**src/rtl/result_serializer_if.sv**
```systemverilog
// Result/byte-stream bundle between the 2x2 multiplier, the serializer and the byte consumer.
// The slave modport is the serializer's view; master is the surrounding system.
interface result_serializer_if #(
   parameter int DATA_W = 16,
   parameter int N_ELEM = 4,
   parameter int OUT_W  = 8
);
   logic [N_ELEM*DATA_W-1:0] result_flat;
   logic                     multiplication_done;
   logic [OUT_W-1:0]         out_data;
   logic                     out_valid;
   logic                     out_ready;
   logic                     out_last;
   logic                     busy;
   logic                     overrun;

   modport master (
      output result_flat, multiplication_done, out_ready,
      input  out_data, out_valid, out_last, busy, overrun
   );

   modport slave (
      input  result_flat, multiplication_done, out_ready,
      output out_data, out_valid, out_last, busy, overrun
   );
endinterface

```
**src/rtl/result_serializer.sv**
```systemverilog
// Captures a 4x16 result frame on the rising edge of multiplication_done and streams it
// MSB-first as bytes over valid/ready, with one pending frame slot and a sticky overrun flag.
module result_serializer #(
   parameter int DATA_W = 16,
   parameter int N_ELEM = 4,
   parameter int OUT_W  = 8
) (
   input logic                clk,
   input logic                rst,
   result_serializer_if.slave bus
);
   localparam int FRAME_W = N_ELEM * DATA_W;
   localparam int NBYTES  = FRAME_W / OUT_W;
   localparam int IDX_W   = $clog2(NBYTES);
   localparam logic [IDX_W-1:0] LAST_IDX = IDX_W'(NBYTES - 1);

   typedef enum logic {IDLE, SEND} state_t;

   state_t             r_state, w_stateNext;
   logic [FRAME_W-1:0] r_active, w_activeNext;
   logic [FRAME_W-1:0] r_pending, w_pendingNext;
   logic [IDX_W-1:0]   r_index, w_indexNext;
   logic               r_pendValid, w_pendValidNext;
   logic               r_overrun, w_overrunNext;
   logic               r_doneQ;
   logic               w_event;
   logic               w_accept;
   logic               w_final;
   logic [OUT_W-1:0]   w_outData;

   assign w_event  = bus.multiplication_done & ~r_doneQ;
   assign w_accept = (r_state == SEND) & bus.out_ready;
   assign w_final  = w_accept & (r_index == LAST_IDX);

   always_ff @(posedge clk) begin
      if (rst) begin
         r_state     <= IDLE;
         r_active    <= '0;
         r_pending   <= '0;
         r_index     <= '0;
         r_pendValid <= 1'b0;
         r_overrun   <= 1'b0;
         r_doneQ     <= 1'b0;
      end else begin
         r_state     <= w_stateNext;
         r_active    <= w_activeNext;
         r_pending   <= w_pendingNext;
         r_index     <= w_indexNext;
         r_pendValid <= w_pendValidNext;
         r_overrun   <= w_overrunNext;
         r_doneQ     <= bus.multiplication_done;
      end
   end

   // A final-byte accept frees the active slot, so an event in that cycle never overruns.
   always_comb begin
      w_stateNext     = r_state;
      w_activeNext    = r_active;
      w_pendingNext   = r_pending;
      w_indexNext     = r_index;
      w_pendValidNext = r_pendValid;
      w_overrunNext   = r_overrun;
      case (r_state)
         IDLE: begin
            if (w_event) begin
               w_activeNext = bus.result_flat;
               w_indexNext  = '0;
               w_stateNext  = SEND;
            end
         end
         SEND: begin
            if (w_final) begin
               w_indexNext = '0;
               if (r_pendValid) begin
                  w_activeNext    = r_pending;
                  w_pendValidNext = w_event;
                  if (w_event) begin
                     w_pendingNext = bus.result_flat;
                  end
               end else if (w_event) begin
                  w_activeNext = bus.result_flat;
               end else begin
                  w_stateNext = IDLE;
               end
            end else begin
               if (w_accept) begin
                  w_indexNext = r_index + 1'b1;
               end
               if (w_event) begin
                  if (!r_pendValid) begin
                     w_pendingNext   = bus.result_flat;
                     w_pendValidNext = 1'b1;
                  end else begin
                     w_overrunNext = 1'b1;
                  end
               end
            end
         end
         default: w_stateNext = IDLE;
      endcase
   end

   // Byte 0 is the most significant byte of the frame (C11 high byte).
   always_comb begin
      w_outData = '0;
      for (int i = 0; i < NBYTES; i++) begin
         if ((r_state == SEND) && (r_index == IDX_W'(i))) begin
            w_outData = r_active[(NBYTES-1-i)*OUT_W +: OUT_W];
         end
      end
   end

   assign bus.out_data  = w_outData;
   assign bus.out_valid = (r_state == SEND);
   assign bus.out_last  = (r_state == SEND) && (r_index == LAST_IDX);
   assign bus.busy      = (r_state == SEND) | r_pendValid;
   assign bus.overrun   = r_overrun;
endmodule

```
**src/flat_wrapper.sv**
```systemverilog
// flat-port wrapper written by rule: the top's interface ports become plain ports
module result_serializer_flat 
#(
   parameter int DATA_W = 16,
   parameter int N_ELEM = 4,
   parameter int OUT_W  = 8
)
  (clk, rst, bus_result_flat, bus_multiplication_done, bus_out_ready, bus_out_data, bus_out_valid, bus_out_last, bus_busy, bus_overrun);
  result_serializer_if #(.DATA_W(DATA_W), .N_ELEM(N_ELEM), .OUT_W(OUT_W)) bus_i ();
  input logic clk;
  input logic rst;
  input wire logic [$bits(bus_i.result_flat)-1:0] bus_result_flat;
  input wire logic [$bits(bus_i.multiplication_done)-1:0] bus_multiplication_done;
  input wire logic [$bits(bus_i.out_ready)-1:0] bus_out_ready;
  output wire logic [$bits(bus_i.out_data)-1:0] bus_out_data;
  output wire logic [$bits(bus_i.out_valid)-1:0] bus_out_valid;
  output wire logic [$bits(bus_i.out_last)-1:0] bus_out_last;
  output wire logic [$bits(bus_i.busy)-1:0] bus_busy;
  output wire logic [$bits(bus_i.overrun)-1:0] bus_overrun;
  assign bus_i.result_flat = bus_result_flat;
  assign bus_i.multiplication_done = bus_multiplication_done;
  assign bus_i.out_ready = bus_out_ready;
  assign bus_out_data = bus_i.out_data;
  assign bus_out_valid = bus_i.out_valid;
  assign bus_out_last = bus_i.out_last;
  assign bus_busy = bus_i.busy;
  assign bus_overrun = bus_i.overrun;
  result_serializer #(.DATA_W(DATA_W), .N_ELEM(N_ELEM), .OUT_W(OUT_W)) u_core (.clk(clk), .rst(rst), .bus(bus_i));
endmodule
```
**config.mk**
```make
export PLATFORM = sky130hd
export DESIGN_NAME = result_serializer_flat
export DESIGN_NICKNAME = d
export VERILOG_FILES = /design/src/rtl/result_serializer_if.sv /design/src/rtl/result_serializer.sv /design/src/flat_wrapper.sv
export SDC_FILE = /design/constraint.sdc
export NUM_CORES = 1
export LEC_CHECK = 0
export BUFFER_PORTS_ARGS = -buffer_cell sky130_fd_sc_hd__buf_2
export CAP_MARGIN = 20
export CELL_PAD_IN_SITES_DETAIL_PLACEMENT = 0
export CELL_PAD_IN_SITES_GLOBAL_PLACEMENT = 1
export CORE_UTILIZATION = 39
export CTS_CLUSTER_DIAMETER = 80
export DETAILED_ROUTE_END_ITERATION = 12
export PLACE_DENSITY = 0.85
export SETUP_SLACK_MARGIN = 0.2
export SLEW_MARGIN = 0
export SYNTH_ARGS = -nofsm -noshare
export SYNTH_HDL_FRONTEND = slang
export SYNTH_SLANG_ARGS = --single-unit
```
**constraint.sdc**
```tcl
create_clock -name clk -period 1.9 [get_ports clk]
set_clock_uncertainty 0.15 [all_clocks]
set_input_delay 0.19 -clock clk [delete_from_list [all_inputs] [get_ports clk]]
set_output_delay 0.19 -clock clk [all_outputs]
set_load 0.05 [all_outputs]
```
==> flow_summary.toml <==
[worst_setup_path]
crit_fanout = 7
worstSetupStartpointType = "register"
r2r_start = "u_core.r_index[0]"
ff2ff_setup_slack_ps = -480
crit_start = "u_core.r_index[0]"
cp_data_arrival_time_ps = 2280
cp-end-kind = "output port"
worstRegToRegCells = 10
cp-endpoint = "bus_out_data[7]"
cp.required_ps = 1560
critPathKind = "register to output port"
r2r_end = "u_core.r_active[18]"

[place]
dpl.hpwl_um = 10990
place_congestion = 0.8284
io_buffers = 79

[routing]
route.detailed.drc = 6
drtAntennaViolNets = 0
routed_via_density = 5.744
drt_iter0_markers = 475
wire_per_inst_um = 19.46
wirelength_um = 20710
route.vias.total = 6112
dr.pass1.iters = 9

[grt]
antenna_found_initial = 0
grt-ovfl-total = 0
track_usage_pct = 25.50
grt_pass1_wl_um = 31010
grt_pass1_vias = 5925
grt_max_degree = 66

[synthesis]
avgSynthCellArea_sq_um = 8.307
synth_seq_area_share_pct = 45.89
yosysUniqueCellTypes = 43
yosys_warnings = 0
synthCells = 709
ys_ff_latch = 135
syn-cell-area_sq_mm = 0.005889
synth_nets = 783

[clocking]
cts_tree = "yes"
cts_buffer_depth = 2
clk_latency_ps = 420
root_buffer = "clkbuf_16"
h-tree-depth = 4
cts_buffers = 17
path_clk_slew_ps = 60
cts_num_sinks = 135

[sta]
setup_ws_ps = -719.2
period_needed_ps = 2619
hold_violations = 0
setup_viol = 137
worst_slew_pin_slew_ps = 442.5
fmax_ghz = 0.3818
setup_tns_ps = -54680
finalMaxSlewViolations = 0
rsz0062_at_grt = "yes"
period_share_pct = 137.9
whs_ps = 58.38
timing.slew.headroom_pct = 70.50

[status]
violations = "DRC, setup timing"
status = "finished with violations"

[floorplanning]
fp.dieH_um = 124.9
row_count = 44
die_w_um = 124.9
dieArea_sq_mm = 0.01560
start_util_pct = 40.22
core-area_sq_mm = 0.01464
ios = 80

[cells_and_area]
nets = 941
fill_cells = 1112
layout_common_cells = "nand2_1, dfxtp_1, o22ai_1, buf_2, dlygate4sd3_1"
area_growth_pct = 58.89
final-seq-area_sq_mm = 0.002713
multiInputGateArea_sq_mm = 0.003482
drive_gt1_share_pct = 36.36
diodes = 0
mostFrequentLayoutCell = "nand2_1"

[pwr]
powerDensity_mw_per_mm2 = 913.7
p_int_mw = 6.248
p_seq_share_pct = 37.6
leakagePower_nw = 3.453
switchingPower_mw = 2.302
switching_share_pct = 26.92
pwr-share-clk_pct = 42.9
p_total_mw = 8.550
ir_worst_vdd_uv = 630.2
pwr-share-comb_pct = 19.4

[hold_path]
min_path_type = "primary input to register"

[flow_run]
max_cap_violations = 0
==> cell usage after synthesis <==
library cell	n	area (sq um)
nor2_1	78	292.8
dfxtp_1	135	2703
o211ai_4	1	21.27
and3_4	1	11.26
nand2b_1	1	6.260
and3_1	1	6.260
nor2b_1	1	6.260
ha_1	6	75.07
o22ai_1	72	450.4
a21boi_2	1	11.26
a21bo_1	1	10.01
or3b_1	1	8.760
nand3b_1	7	52.55
inv_1	13	48.80
o311ai_1	1	8.760
nand4_1	1	6.260
nand2_2	2	12.51
buf_4	8	60.06
and2_1	1	6.260
a21o_1	2	15.01
a22oi_1	1	7.510
and2b_1	1	7.510
a221oi_2	8	120.1
buf_6	7	78.83
nand2_1	135	506.7
or2_2	1	6.260
o211a_1	1	10.01
a211oi_2	5	62.56
a21oi_1	78	390.4
clkbuf_1	22	82.58
o21ai_0	3	15.01
nor3b_1	1	7.510
a21oi_2	1	8.760
a211oi_1	61	457.9
a31oi_1	1	6.260
a221o_1	7	70.07
o21a_1	1	7.510
a221oi_1	6	52.55
nand4b_1	1	8.760
buf_2	26	130.1
and3b_1	1	8.760
a32oi_1	1	8.760
buf_1	6	22.52
==> repair_timing <==
action	4_1_cts	5_1_grt
gates cloned	14	2
resized for setup	67	106
endpoints found under the setup margin	141	141
buffers inserted	11	3
pin swaps	12	23
hold buffers	66	0
hold endpoints to repair	108	0
==> metrics by stage <==
stage / setup WS [ps] / std cells / util [%] / area [sq um]
global placement: -317.0 / 936 / 46.03 / 6740
global route: -765.2 / 1064 / 63.90 / 9358
floorplan: -152.1 / 709 / - / 6151
CTS: -686.8 / 1059 / 60.64 / 8880
detailed placement: -333.9 / 936 / 46.03 / 6740
finish: -719.2 / 1064 / 63.90 / 9358
==> worst max-delay path, cell delays in order, from the launching register on <==
cell	delay, ps
dfxtp_4	380
inv_1	70
ha_2	210
and3b_2	260
a221o_1	340
a221oi_2	370
nor2_4	60
buf_6	160
==> state kept, by name (all words and copies together) (netlist names) <==
signal,flops
u_core.bus.overrun,1
u_core.r_active,64
u_core.bus.out_valid,1
u_core.r_pending,64
u_core.r_index,3
u_core.r_doneQ,1
u_core.r_pendValid,1
==> power by group through the flow <==
stage	Sequential (mW)	Clock [mW]	Combinational [mW]
6_report	3.22	3.67	1.66
5_1_grt	3.23	3.84	1.76
4_1_cts	3.19	3.71	1.44
3_5_place_dp	3.24	0	1.04
3_3_place_gp	3.24	0	1.02
2_1_floorplan	3.20	0	0.762
==> area by class of cell <==
class                           count  area share, %
Multi-Input combinational cell    493          37.21
Clock inverter                     11          2.099
Timing Repair Buffer              207          23.76
Inverter                           13         0.5616
Sequential cell                   135          28.99
Tap cell                          184          2.460
Clock buffer                       21          4.920
==> worst min-delay path by stage <==
stage                                       start              endpoint  slack (ps)  cells past startpoint
after CTS                                     rst  u_core.r_pending[23]          20                      2
after detailed placement     u_core.r_pending[14]  u_core.r_pending[14]         300                      2
after floorplan           bus_multiplication_done        u_core.r_doneQ         170                      1
after global placement        u_core.r_pending[6]   u_core.r_pending[6]         290                      2
final                                         rst  u_core.r_pending[21]          60                      2
after global routing                          rst  u_core.r_pending[21]          60                      2
==> logic make-up (layout without fill, tap and decap cells) <==
group	Yosys count	after routing	share of synthesized area, %
AND/OR/NAND/NOR	234	235	16.21
buffers and inverters	82	252	7.181
AO/OA/AOI/OAI	252	252	29.45
adder cells (fa/ha/maj)	6	6	1.275
flip-flops	135	135	45.89
==> routing by layer <==
metal  wire [um]  track usage, %
met5           0               0
met4         336           7.747
met3         989           6.529
met2       10540           44.51
met1        8843           30.65
(Power assumes the default switching activity.)
